==> config.mk <==
export PLATFORM = sky130hd
export DESIGN_NAME = char_pixel_renderer
export DESIGN_NICKNAME = d
export VERILOG_FILES = /design/src/rtl/char_pixel_renderer.sv
export SDC_FILE = /design/constraint.sdc
export NUM_CORES = 1
export LEC_CHECK = 0
export CORE_MARGIN = 4
export CORE_UTILIZATION = 50
export DETAILED_ROUTE_END_ITERATION = 7
export GPL_TIMING_DRIVEN = 0
export PLACE_DENSITY = 0.83
export SLEW_MARGIN = 20
export SYNTH_ARGS = -nofsm -noshare
export SYNTH_HDL_FRONTEND = slang
export SYNTH_SLANG_ARGS = --single-unit
==> constraint.sdc <==
create_clock -name clock -period 5.75 [get_ports clock]
set_clock_uncertainty 0.2 [all_clocks]
set_input_delay 1.4375 -clock clock [delete_from_list [all_inputs] [get_ports clock]]
set_output_delay 1.4375 -clock clock [all_outputs]
set_load 0.02 [all_outputs]
==> src/rtl/char_pixel_renderer.sv <==
// Text-mode pixel stage: decodes screen coordinates into cell/glyph addresses for the
// glyph bank and turns the returned glyph bit into a sync-aligned 3-bit RGB pixel.
module char_pixel_renderer #(
    parameter int SCALE_LOG2   = 3,
    parameter int GRID_COLS    = 4,
    parameter int GRID_ROWS    = 2,
    parameter int BLINK_FRAMES = 30
) (
    input  logic       clock,
    input  logic       rst,
    input  logic [9:0] pixel_x,
    input  logic [9:0] pixel_y,
    input  logic       video_active,
    input  logic       hsync_in,
    input  logic       vsync_in,
    input  logic [2:0] fg_color,
    input  logic [2:0] bg_color,
    input  logic       cursor_en,
    input  logic [1:0] cursor_col,
    input  logic       cursor_row,
    output logic [2:0] cell_index,
    output logic [2:0] glyph_y,
    output logic [1:0] glyph_x,
    input  logic       glyph_bit,
    output logic [2:0] rgb_out,
    output logic       hsync_out,
    output logic       vsync_out,
    output logic       active_out
);

    localparam int GX_W  = 10 - SCALE_LOG2;
    localparam int COL_W = GX_W - 2;
    localparam int ROW_W = $clog2(GRID_ROWS) + 1;
    localparam int BC_W  = (BLINK_FRAMES > 1) ? $clog2(BLINK_FRAMES) : 1;

    typedef struct packed {
        logic       on_ok;
        logic [2:0] fg;
        logic [2:0] bg;
        logic       hs;
        logic       vs;
        logic       act;
    } stage_t;

    localparam stage_t STAGE_RST = '{on_ok: 1'b0, fg: 3'b000, bg: 3'b000,
                                     hs: 1'b1, vs: 1'b1, act: 1'b0};

    logic [GX_W-1:0]  gx;
    logic [GX_W-1:0]  gy;
    logic [COL_W-1:0] col;

    logic [GX_W-1:0]  trk_gy;
    logic [2:0]       trk_rem;
    logic [ROW_W-1:0] trk_row;
    logic [2:0]       cur_rem;
    logic [ROW_W-1:0] cur_row;

    logic             gap;
    logic             in_grid;
    logic             cur_hit;
    logic             vs_prev;
    logic             vs_fall;
    logic [2:0]       fg_lat;
    logic [2:0]       bg_lat;
    logic [BC_W-1:0]  blink_cnt;
    logic             blink_phase;

    logic [1:0]       s1_gx;
    stage_t           s1;
    stage_t           s2;
    stage_t           s3;
    stage_t           s1_nxt;

    logic             unused_bits;

    assign gx          = pixel_x[9:SCALE_LOG2];
    assign gy          = pixel_y[9:SCALE_LOG2];
    assign col         = gx[GX_W-1:2];
    assign unused_bits = &{1'b0, pixel_x[SCALE_LOG2-1:0]};

    // Row/remainder of gy/6 tracked incrementally: raster order means gy only ever
    // steps by one or returns to zero at the top of the frame.
    always_comb begin
        cur_rem = trk_rem;
        cur_row = trk_row;
        if (pixel_y == 10'd0) begin
            cur_rem = 3'd0;
            cur_row = '0;
        end else if (gy != trk_gy) begin
            if (trk_rem == 3'd5) begin
                cur_rem = 3'd0;
                if (trk_row != ROW_W'(GRID_ROWS))
                    cur_row = trk_row + ROW_W'(1);
            end else begin
                cur_rem = trk_rem + 3'd1;
            end
        end
    end

    assign gap     = (cur_rem == 3'd5);
    assign in_grid = video_active && (col < COL_W'(GRID_COLS)) && (cur_row < ROW_W'(GRID_ROWS));
    assign cur_hit = in_grid && cursor_en && blink_phase &&
                     (col == COL_W'(cursor_col)) && (cur_row == ROW_W'(cursor_row));
    assign vs_fall = vs_prev && !vsync_in;

    // Colours and cursor swap are resolved at decode so the pixel sees the pre-boundary state.
    always_comb begin
        s1_nxt       = STAGE_RST;
        s1_nxt.on_ok = in_grid && !gap;
        s1_nxt.fg    = cur_hit ? bg_lat : fg_lat;
        s1_nxt.bg    = cur_hit ? fg_lat : bg_lat;
        s1_nxt.hs    = hsync_in;
        s1_nxt.vs    = vsync_in;
        s1_nxt.act   = video_active;
    end

    always_ff @(posedge clock) begin
        if (rst) begin
            trk_gy      <= '0;
            trk_rem     <= 3'd0;
            trk_row     <= '0;
            vs_prev     <= 1'b1;
            fg_lat      <= 3'b111;
            bg_lat      <= 3'b000;
            blink_cnt   <= '0;
            blink_phase <= 1'b0;
        end else begin
            trk_gy  <= gy;
            trk_rem <= cur_rem;
            trk_row <= cur_row;
            vs_prev <= vsync_in;
            if (vs_fall) begin
                fg_lat <= fg_color;
                bg_lat <= bg_color;
                if (blink_cnt == BC_W'(BLINK_FRAMES - 1)) begin
                    blink_cnt   <= '0;
                    blink_phase <= !blink_phase;
                end else begin
                    blink_cnt <= blink_cnt + BC_W'(1);
                end
            end
        end
    end

    always_ff @(posedge clock) begin
        if (rst) begin
            cell_index <= 3'd0;
            glyph_y    <= 3'd0;
            s1_gx      <= 2'd0;
            glyph_x    <= 2'd0;
            s1         <= STAGE_RST;
            s2         <= STAGE_RST;
            s3         <= STAGE_RST;
            rgb_out    <= 3'b000;
            hsync_out  <= 1'b1;
            vsync_out  <= 1'b1;
            active_out <= 1'b0;
        end else begin
            cell_index <= in_grid ? (3'(cur_row) * 3'(GRID_COLS) + 3'(col)) : 3'd0;
            glyph_y    <= gap ? 3'd0 : cur_rem;
            s1_gx      <= gx[1:0];
            s1         <= s1_nxt;
            // glyph_x trails glyph_y by one edge to match the bank's two-stage read
            glyph_x    <= s1_gx;
            s2         <= s1;
            s3         <= s2;
            rgb_out    <= !s3.act ? 3'b000 : ((glyph_bit && s3.on_ok) ? s3.fg : s3.bg);
            hsync_out  <= s3.hs;
            vsync_out  <= s3.vs;
            active_out <= s3.act;
        end
    end

endmodule

== After elaboration in Yosys (flattened, before gate mapping) ==
Index checks and enable logic that the tools add are counted.

* Bitwise logic cells: 2
* Reduce and logical (&&, ||, !) cells: 17
* Magnitude comparators: 2
* Equality and inequality tests: 7
* Muxes and demuxes: 11
* Add/subtract/negate cells: 4

{| class="wikitable"
|+ Operators with widths
! operator !! number
|-
| 3-bit two-way mux || 6
|-
| 10-bit zero test || 1
|-
| 1-bit logical AND || 9
|-
| 2-bit two-way mux || 4
|-
| 7-bit inequality test || 1
|-
| 3-bit == test, second input constant || 2
|-
| 2-bit OR reduction || 3
|-
| 5-bit by 1-bit adder with 5-bit output, second input constant || 1
|-
| 5-bit by 2-bit == test with 1-bit output || 1
|-
| 5-bit == test, second input constant || 1
|-
| 5-bit by 3-bit < comparator with 1-bit output, second input constant || 1
|-
| 5-bit two-way mux || 1
|-
| 3-bit by 1-bit adder with 3-bit output, second input constant || 1
|-
| 3-bit adder || 1
|-
| 1-bit zero test || 3
|-
| 2-bit by 1-bit adder with 2-bit output, second input constant || 1
|-
| 2-bit by 1-bit == test with 1-bit output || 1
|-
| 2-bit < comparator, second input constant || 1
|-
| 2-bit inequality test, second input constant || 1
|-
| 1-bit NOT || 2
|-
| 2-bit AND reduction || 1
|}

* Word-level logic and storage cells: 76
* Register bits after elaboration: 70

== Depth between registers and ports, before layout ==
* Depth in word-level cells: 12
* Gate-level depth with buffers: 8

== Worst setup path after synthesis ==
No wires, ideal clock.

* Path kind: input-to-reg
* Start point: input port pixel_x[9]
* End point: register s1[3] (netlist name)
* Buffers on the path: 1
* Setup time: 0.128 ns
* Path slack: 2.257 ns
* Stages on the path: 6
* Arrival: 3.165 ns
* Cell sequence: or4b_4 -> or4_4 -> a211oi_4 -> buf_6 -> mux2i_1 -> nand4_1

* Longest elaborated chain between the ends: 8

{| class="wikitable"
|+ Ends and longest elaborated chain
! item !! RTL line !! RTL
|-
| from (decl) || 11 || <nowiki>input logic [9:0] pixel_x,</nowiki>
|-
| 5-bit by 3-bit < comparator with 1-bit output || 101 || <nowiki>assign in_grid = video_active && (col < COL_W'(GRID_COLS)) && (cur_row < ROW_W'(GRID_ROWS));</nowiki>
|-
| 1-bit logical AND (2 in a row) || 101 ||
|-
| 1-bit logical AND (2 in a row) || 102 || <nowiki>assign cur_hit = in_grid && cursor_en && blink_phase &&</nowiki>
|-
| 1-bit logical AND (*) || 102 ||
|-
| 1-bit logical AND (*) || 103 || <nowiki>(col == COL_W'(cursor_col)) && (cur_row == ROW_W'(cursor_row));</nowiki>
|-
| 3-bit two-way mux (*) || 111 || <nowiki>s1_nxt.bg = cur_hit ? fg_lat : bg_lat;</nowiki>
|-
| to (signal assigned) || 162 || <nowiki>s1 <= s1_nxt;</nowiki>
|-
| to (decl) || 69 || <nowiki>stage_t s1;</nowiki>
|}

Mark *: on every way between the ends. The rest lies on a longest branch, timed or not.
A chain may end at the register's enable or synchronous reset.

== Worst setup path after layout ==
* Start point: input port video_active
* End point: register s1[3] (netlist name)

* Longest elaborated chain between the ends: 7

{| class="wikitable"
|+ Ends and longest elaborated chain
! item !! RTL line !! RTL
|-
| from (decl) || 13 || <nowiki>input logic video_active,</nowiki>
|-
| 1-bit logical AND (2 in a row) || 101 ||
|-
| 1-bit logical AND (3 in a row) || 102 ||
|-
| 1-bit logical AND || 103 ||
|-
| 3-bit two-way mux || 111 ||
|}

Every way passes these cells.

==> impl_metrics.yaml <==
cells_and_area:
  final_cells: 420
  layout_common_cells: "dfxtp_1, clkdlybuf4s50_1, nor2b_1"
  final_common_cell: "dfxtp_1"
  finalCoreUtilization: 0.6603
  drive_above_1_share: 0.1552
  fin_nets: 382
  syn_to_final_growth_pct: 27.74
  n_antenna_cell: 0
global_route:
  grt_overflow: 0
  grt_pass1_wl_mm: 9.294
  grt_pass1_vias: 2061
  grt_max_degree: 14
  antenna_found_initial: 0
  track_usage: 0.1639
die:
  ios: 50
  dieArea_um2: 7003
  die_x_um: 83.69
  core.rowCount: 27
  core_area_um2: 5540
  die_h_um: 83.69
  start_util: 0.5169
worst_hold_path:
  hold_class: "flop to flop"
  whs_path_depth: 1
  hold_path_end: "s3[2]$_SDFF_PP1_"
  min_from: "s2[2]$_SDFF_PP1_"
setup_path:
  reg2reg_to: "s1[4]$_SDFF_PP0_"
  r2r_start: "trk_rem[2]$_SDFF_PP0_"
  worstSetupEndpointType: "flop"
  worstPathCellList: "clkdlybuf4s50_1 -> or4b_4 -> or4_4 -> a211oi_4 -> buf_6 -> mux2i_1 -> nand4_1"
  cp_slowest_cell: "or4_4"
  cp.required_ns: 5.76
  startpoint_type: "primary input"
  critPathMaxStageDelay_ns: 0.57
  reg2reg_depth: 8
  cp_max_fo: 10
  r2r_slack_ns: 3.44
  crit_type: "primary input to flop"
  cp.arrival_ns: 3.76
sta:
  worstMarginPinSlew_ns: 0.5763
  min_period_ns: 3.744
  slew_headroom: 0.6158
  max_freq_mhz: 267.1
  hold_violations: 0
  slew_viol_final: 0
  fin_crit_sh: 0.6511
  setup_tns_ns: 0
  rsz0062_at_grt: "no"
  setup_violations: 0
logic_synthesis:
  syn_nets: 325
  postSynthCellCount: 286
  ys_ff_latch: 70
  yosys_warnings: 0
  synth.distinct_cells: 42
  syn_avg_cell_area_um2: 10.01
  synthesis.area_um2: 2864
  yosysSeqAreaShare: 0.4893
power:
  p_int_mw: 0.8500
  p_comb_frac: 0.092
  vdd_drop_max_mv: 0.1709
  clockPowerShare: 0.435
  p_seq_frac: 0.473
  power_density_nw_per_um2: 298.5
  swShare: 0.2217
  power_switching_mw: 0.2421
  power_leakage_nw: 1.379
routing:
  vias: 2093
  drt_iter0_drc: 51
  drt_wl_total_mm: 5.277
  drcViolationCount: 0
  routed_via_density: 4.983
  ant_nets: 0
  dr.pass1.iters: 4
  wl_per_cell_um: 12.56
cts:
  cts_resized: 0
  tritoncts: "done"
  cts_htree_levels: 3
  cts_root_buf: "clkbuf_8"
  numCtsBuffers: 9
  cts_hold_buf: 0
  cts_sinks: 70
  cts.clk_slew.worst_paths_ns: 0.07
  clk_latency_ns: 0.34
  cts_setup_buffers: 0
  clockBufferDepth: 2
placed_design:
  place_inst: 404
  post-dp-hpwl_mm: 3.885
  port_buffers: 46
  place.gp.congestion: 0.8170
status:
  outcome: "finished, final reports clean"
run:
  cap_violations: 0
power by group through the flow:
stage	Combinational [mW]	Sequential (mW)	Clock [mW]
global placement	0.0978	0.527	0
finish	0.101	0.516	0.475
detailed placement	0.100	0.527	0
floorplan	0.0554	0.529	0
global route	0.112	0.519	0.504
CTS	0.101	0.516	0.483
stage by stage:
step | area (um^2) | worst slack (ns) | power [mW] | hold WS (ns)
after floorplan | 2864 | 2.257 | 0.5840 | 0.1895
final | 3659 | 2.006 | 1.092 | 0.2080
after global routing | 3659 | 1.874 | 1.134 | 0.2145
after global placement | 3415 | 1.687 | 0.6244 | 0.1912
after detailed placement | 3415 | 1.687 | 0.6278 | 0.1923
after CTS | 3659 | 2.037 | 1.100 | 0.2094
worst max-delay path by stage:
| stage | startpoint | end | slack (ns) | cells past startpoint |
|---|---|---|---|---|
| final | video_active | s1[3]$_SDFF_PP0_ | 2.01 | 7 |
| after global placement | video_active | s1[4]$_SDFF_PP0_ | 1.69 | 7 |
| after global routing | pixel_y[1] | s1[4]$_SDFF_PP0_ | 1.87 | 7 |
| after floorplan | pixel_x[9] | s1[3]$_SDFF_PP0_ | 2.26 | 6 |
| after CTS | pixel_y[1] | s1[4]$_SDFF_PP0_ | 2.04 | 8 |
| after detailed placement | video_active | s1[4]$_SDFF_PP0_ | 1.69 | 7 |
area by class of cell:
cell class / instances / area [um^2]
Multi-Input combinational cell: 198 / 1369
Inverter: 5 / 18.77
Clock inverter: 7 / 120.1
Sequential cell: 70 / 1401
Buffer: 13 / 75.07
Timing Repair Buffer: 46 / 460.4
Clock buffer: 9 / 123.9
Tap cell: 72 / 90.09
Fill cell: 465 / 1882
Yosys cell counts:
library cell   n  area share
nand2b_1       3      0.0066
nor2_4         1      0.0039
or3_1          4      0.0087
nor3_1         1      0.0017
a211oi_1       4       0.010
mux2i_1       10       0.035
nor2_2         1      0.0022
inv_1          5      0.0066
xor2_1        12       0.037
xnor2_1        3      0.0092
dfxtp_1       70        0.49
a211o_1        3      0.0092
buf_6          2      0.0079
nand4_1        8       0.017
nor3_4         1      0.0057
or2b_2         2      0.0061
or4b_4         1      0.0048
a2111oi_0      3      0.0092
nor2_1        21       0.028
o311a_1        1      0.0035
a21oi_1        8       0.014
nor2b_1       37       0.081
nand4b_1       1      0.0031
nor4_4         2       0.015
buf_4          3      0.0079
a21oi_2        1      0.0031
nand2_1       24       0.031
and3_1         3      0.0066
and2b_2        2      0.0061
or4_4          3       0.012
or2_1          4      0.0087
or3b_2         3      0.0092
a21boi_0       1      0.0026
clkbuf_1       8       0.010
a21o_2         2      0.0061
o41ai_2        2       0.011
ha_1           3       0.013
nand3_1       10       0.017
or2_2          9       0.020
o21ai_0        1      0.0017
a211oi_4       2       0.014
a211oi_2       1      0.0044
cell families (layout without fill, tap and decap cells):
family                   count (synthesis)  in the layout  share of synthesized area
AND/OR/NAND/NOR                        141            141                     0.2945
AO/OA/AOI/OAI                           29             29                    0.08956
adder cells (fa/ha/maj)                  3              3                    0.01311
flip-flops                              70             70                     0.4893
multiplexers                            10             10                    0.03495
XOR/XNOR                                15             15                    0.04587
buffers and inverters                   18             80                    0.03277
routing by layer:
| layer | track usage | wire length, um | vias to the layer above |
|---|---|---|---|
| met4 | 0.08187 | 136 | 0 |
| met1 | 0.1923 | 2372 | 951 |
| met2 | 0.2784 | 2532 | 48 |
| li1 | - | - | 1081 |
| met5 | 0 | 0 | - |
| met3 | 0.03850 | 235 | 13 |
registers in the layout, summed over array words and instances (netlist names):
signal,cells
blink_cnt,5
fg_lat,3
trk_row,2
blink_phase,1
trk_rem,3
hsync_out,1
s1,10
glyph_y,3
rgb_out,3
active_out,1
cell_index,3
trk_gy,7
s2,10
s3,10
bg_lat,3
glyph_x,2
s1_gx,2
vsync_out,1
critical path, delay by kind of cell:
| kind | cells | cell delay (ns) |
|---|---|---|
| AOI/OAI and AO/OA | 1 | 0.26 |
| buffers and inverters | 2 | 0.70 |
| muxes | 1 | 0.23 |
| and+or+nand+nor | 3 | 1.13 |
No activity file was read; power rests on OpenSTA's default activity.
==> variant 1: new RTL, config.mk and constraints unchanged <==
Add an input register stage for `cursor_en`; this delays it by one clock. The other inputs are not delayed to match.
--- a/src/rtl/char_pixel_renderer.sv
+++ b/src/rtl/char_pixel_renderer.sv
@@ -44,6 +44,12 @@
 
     localparam stage_t STAGE_RST = '{on_ok: 1'b0, fg: 3'b000, bg: 3'b000,
                                      hs: 1'b1, vs: 1'b1, act: 1'b0};
+
+    logic cursor_en_q;
+
+    always_ff @(posedge clock) begin
+        cursor_en_q <= cursor_en;
+    end
 
     logic [GX_W-1:0]  gx;
     logic [GX_W-1:0]  gy;
@@ -99,7 +105,7 @@
 
     assign gap     = (cur_rem == 3'd5);
     assign in_grid = video_active && (col < COL_W'(GRID_COLS)) && (cur_row < ROW_W'(GRID_ROWS));
-    assign cur_hit = in_grid && cursor_en && blink_phase &&
+    assign cur_hit = in_grid && cursor_en_q && blink_phase &&
                      (col == COL_W'(cursor_col)) && (cur_row == ROW_W'(cursor_row));
     assign vs_fall = vs_prev && !vsync_in;
 
Check against the original RTL: same outputs for any inputs over 10 cycles, from zero or initial values and one cycle with rst high; that may be too few to reach the edited logic, so the function may still have changed.
==> variant 1 against the unedited design <==
  * Total power down 5.5%
  * Global-route usage up 0.42 points
  * Routed wire length up 0.34%
  * Sequential share of layout area up 1.4 points
  * Synthesized area down 1.7%
  * Clock power down 13%
  * Maximum frequency down 2.4%
  * Synthesized cell count unchanged
  * Worst setup slack worse by 0.093 ns
  * Final area down 2.3%
  * Sequential cell count up 1
  * Non-clock buffer count unchanged
  * Register-to-register slack worse by 0.09 ns
  * Critical path type unchanged
  * Critical endpoint is now s1[6]
  * Largest power group unchanged
  * Highest routed layer unchanged
==> variant 1: results (changes against the unedited design) <==
run_status:
  outcome: "finished clean"  # unchanged
cells_and_area:
  drive_above_1_share_pct: 11.8  # was 15.5%
  reg.largest.list: "s1: 10 flops, s2: 10 flops, s3: 10 flops"  # unchanged
  fillCellCount: 448  # was 465
  fin_nets: 382  # unchanged
  diodes: 0  # unchanged
min_path:
  min_path_type: "flip-flop to flip-flop"  # unchanged
clock_network:
  cts_resized: 0  # unchanged
  htree_num_levels: 3  # unchanged
  postCtsSetupRepairBufs: 0  # unchanged
  clk_latency_ns: 0.35
  ctsLongestPathBuffers: 2  # unchanged
  clock-root-buffer: "clkbuf_8"  # unchanged
  path_clk_slew_ns: 0.08
  cts_made_buffers: 9  # unchanged
logic_synthesis:
  netlist_top_cells_area: "dfxtp_1 (50%), nor2b_1 (8.7%), xor2_1 (3.7%)"  # was dfxtp_1 (49%), nor2b_1 (8.1%), xor2_1 (3.7%)
  muxShareOfSynthArea_pct: 3.56  # was 3.49%
  synth_most_common_cell: "dfxtp_1"  # unchanged
  yosysWarnings: 0  # unchanged
  ys_seq_area_share_pct: 50.5  # was 48.9%
  synth.distinct_cells: 41  # was 42
  async_reset_ff_share_pct: 0  # unchanged
  synthAdderAreaFrac_pct: 1.33  # was 1.31%
  synth-xor-area-share_pct: 4.67  # was 4.59%
  synth_nets: 325  # unchanged
  synth_compound_area_share_pct: 8.89  # was 8.96%
  synth_common_cells: "dfxtp_1 (71), nor2b_1 (39), nand2_1 (24)"  # was dfxtp_1 (70), nor2b_1 (37), nand2_1 (24)
drt:
  dr.pass1.iters: 5  # was 4
  viasPerCell: 5.05  # was 4.98
  drt-initial-drc-count: 77  # was 51
  detail_route.wirelength_um: 5300  # was 5280 um
pwr:
  p_leak_nw: 1.34  # was 1.38 nW
  ir_worst_vdd_uv: 208  # was 171 uV
critical_path:
  arrival_ns: 3.85  # was 3.76 ns
  r2r-end: "s1[6]"  # was s1[4]
  rr_worst_depth: 7  # was 8
  worst-r2r-setup-slack_ns: 3.35  # was 3.44 ns
  end_kind: "flip-flop"  # unchanged
  worstReg2RegStart: "trk_gy[2]"  # was trk_rem[2]
  worst-path-max-fanout: 10  # unchanged
  crit_path_start: "pixel_y[3]"  # was video_active
grt:
  grt_usage_pct: 16.8  # was 16.4%
  grt_max_degree: 12  # was 14
  grt_first_pass_wirelength_um: 9430  # was 9290 um
  grt_pass1_vias: 2109  # was 2061
  antenna_found_initial: 0  # unchanged
placed_design:
  dpl.hpwl_um: 3910  # was 3880 um
  routabilityCongestion: 0.840  # was 0.817
  placed_area_um2: 3370  # was 3410 um2
  numPortBuffers: 46  # unchanged
timing:
  maxSlewHeadroom_pct: 59.7  # was 61.6%
## variant 1: worst min path at each step
stage / end / slack, ns / start / cells past startpoint
after detailed placement: s3[1] / 0.19 / s2[1] / 1
after CTS: s3[1] / 0.21 / s2[1] / 1
final: s3[1] / 0.21 / s2[1] / 1
after floorplan: hsync_out / 0.19 / s3[2] / 1
after global routing: s3[2] / 0.23 / s2[2] / 1
after global placement: s3[1] / 0.19 / s2[1] / 1
## variant 1: cell families (layout without fill, tap and decap cells)
group,count (synthesis),after routing
compound gates,30,30
buf+inv,18,80
simple gates,139,139
xor+xnor,15,15
mux,10,10
fa+ha+maj,3,3
flops,71,71
## variant 1: critical path, cell delays in order
cell             delay [ns]
clkdlybuf4s50_1        0.48
or4_1                  0.66
nor4_4                 0.32
nor2_2                 0.10
a211oi_4               0.35
buf_6                  0.20
mux2i_1                0.20
nand4_1                0.10
## variant 1: metal layers
metal / up-vias / share of wire, % / track usage, %
met5: - / 0 / 0
met4: 0 / 2.1 / 7.73
met3: 11 / 5.6 / 4.86
met2: 60 / 48 / 27.8
met1: 968 / 44 / 20.1
li1: 1082 / - / -
## variant 1: per-stage QoR
| stage | total power [mW] | instances | hold slack [ns] | setup WS [ns] | utilization, % |
|---|---|---|---|---|---|
| 3_5_place_dp | 0.631 | 404 | 0.193 | 1.58 | 61.5 |
| 2_1_floorplan | 0.586 | 286 | 0.189 | 2.26 | - |
| 4_1_cts | 1.04 | 420 | 0.211 | 1.94 | 65.3 |
| 3_3_place_gp | 0.627 | 404 | 0.191 | 1.63 | 61.5 |
| 5_1_grt | 1.08 | 420 | 0.232 | 1.79 | 65.3 |
| 6_report | 1.03 | 420 | 0.210 | 1.91 | 65.3 |
## variant 1: cell type report
cell class	instances	share of cell area [%]
plain buffers	13	1.78
well taps	72	2.52
inverters	5	0.525
clock inverters	2	1.05
clock buffers	14	4.83
multi-input cells	197	36.7
flip-flops and latches	71	39.7
repair buffers	46	12.9
## variant 1: power by group
group	switching (mW)	internal, mW
Clock	0.176	0.236
Combinational	0.0446	0.0507
Sequential	0.0102	0.514
==> variant 2: new RTL, same settings <==
Without the edit above. Set the parameter `GRID_ROWS` to 4 (it was 2).
--- a/src/rtl/char_pixel_renderer.sv
+++ b/src/rtl/char_pixel_renderer.sv
@@ -3,7 +3,7 @@
 module char_pixel_renderer #(
     parameter int SCALE_LOG2   = 3,
     parameter int GRID_COLS    = 4,
-    parameter int GRID_ROWS    = 2,
+    parameter int GRID_ROWS    = 4,
     parameter int BLINK_FRAMES = 30
 ) (
     input  logic       clock,
Formal check against the unedited RTL: same outputs for any inputs over 10 cycles, from zero or initial values and one cycle with rst high; that may be too few to reach the edited logic, so the function may still have changed.
==> variant 2 against the unedited design <==
  * Synthesized area decreased by 9.8%
  * Synthesized cell count decreased by 9.8%
  * Sequential cell count increased by 1
  * Worst setup slack improved by 0.025 ns
  * Worst hold slack improved by 0.0022 ns
  * Final area decreased by 9.1%
  * Routed wire length decreased by 7.9%
  * Register-to-register slack got worse by 0.09 ns
  * Critical path depth unchanged
  * Global-route usage increased by 0.42 points
  * Total power decreased by 8.9%
  * Non-clock buffer count decreased by 4
  * Critical path type unchanged
==> variant 2: results (changes against the unedited design) <==
logic_synthesis:
  synth_compound_area_share_pct: 6.69  # was 8.96%
  synth.distinct_cells: 35  # was 42
  netlist_area_um2: 2580  # was 2860 um2
  synth-xor-area-share_pct: 5.09  # was 4.59%
  synth_common_cells: "dfxtp_1 (71), nor2b_1 (34), nor2_1 (25)"  # was dfxtp_1 (70), nor2b_1 (37), nand2_1 (24)
  synth_nets: 298  # was 325
  netlist_top_cells_area: "dfxtp_1 (55%), nor2b_1 (8.2%), mux2i_1 (4.3%)"  # was dfxtp_1 (49%), nor2b_1 (8.1%), xor2_1 (3.7%)
grt:
  grt_pass1_vias: 1833  # was 2061
  grt_max_degree: 12  # was 14
  grt_first_pass_wirelength_um: 7990  # was 9290 um
  use_met2_pct: 26.9  # was 27.8%
run_status:
  outcome: "finished clean"  # unchanged
pwr:
  report.power.total_mw: 0.995  # was 1.09 mW
  p_leak_nw: 1.25  # was 1.38 nW
  ir_worst_vdd_uv: 226  # was 171 uV
  pg_seq_mw: 0.521  # was 0.516 mW
drt:
  vias: 1924  # was 2093
  wl_per_cell_um: 12.6  # about the same
critical_path:
  arrival_ns: 3.71  # was 3.76 ns
  worst-path-max-fanout: 6  # was 10
  crit_path_start: "pixel_y[3]"  # was video_active
placed_design:
  place_ws_ns: 1.70  # was 1.69 ns
  dp.cells: 371  # was 404
  placed_area_um2: 3130  # was 3410 um2
cells_and_area:
  buf_share_pct: 14.9  # was 14.6%
  drive_above_1_share_pct: 8.15  # was 15.5%
  n_all_buffers: 55  # was 59
  seqCellArea_um2: 1420  # was 1400 um2
timing:
  tightestPinTransition_ns: 0.628  # was 0.576 ns
==> variant 2: changes by cell type in the layout (fill, tap and decap cells not counted), sizes merged, moves of 5 or more <==
cell,unedited run,this run
nor3,2,7
o21ai,1,6
nand2b,3,8
nand2,24,10
==> variant 2: final timing paths <==
kind                                   to  slack, ns  depth (start not counted)
worst max-delay path                s1[9]       2.03                          7
worst min-delay path            hsync_out       0.21                          1
worst max register to register      s1[8]       3.35                          6
worst min register to register  hsync_out       0.21                          1
==> variant 2: layer usage <==
metal	vias up	share of wire, %
li1	977	-
met1	882	43
met2	56	47
met3	9	8.5
met4	0	2.1
met5	-	0
==> variant 2: logic make-up after synthesis <==
logic type,Yosys count
flops,71
xor+xnor,15
compound gates,25
buf+inv,16
mux,11
simple gates,116
fa+ha+maj,4
==> variant 2: critical path, stage by stage <==
cell and delay, ns:
clkdlybuf4s50_1 0.47, xor2_1 0.20, or4_1 0.51, buf_2 0.17
o211a_1 0.25, o31ai_1 0.58, a31oi_1 0.08
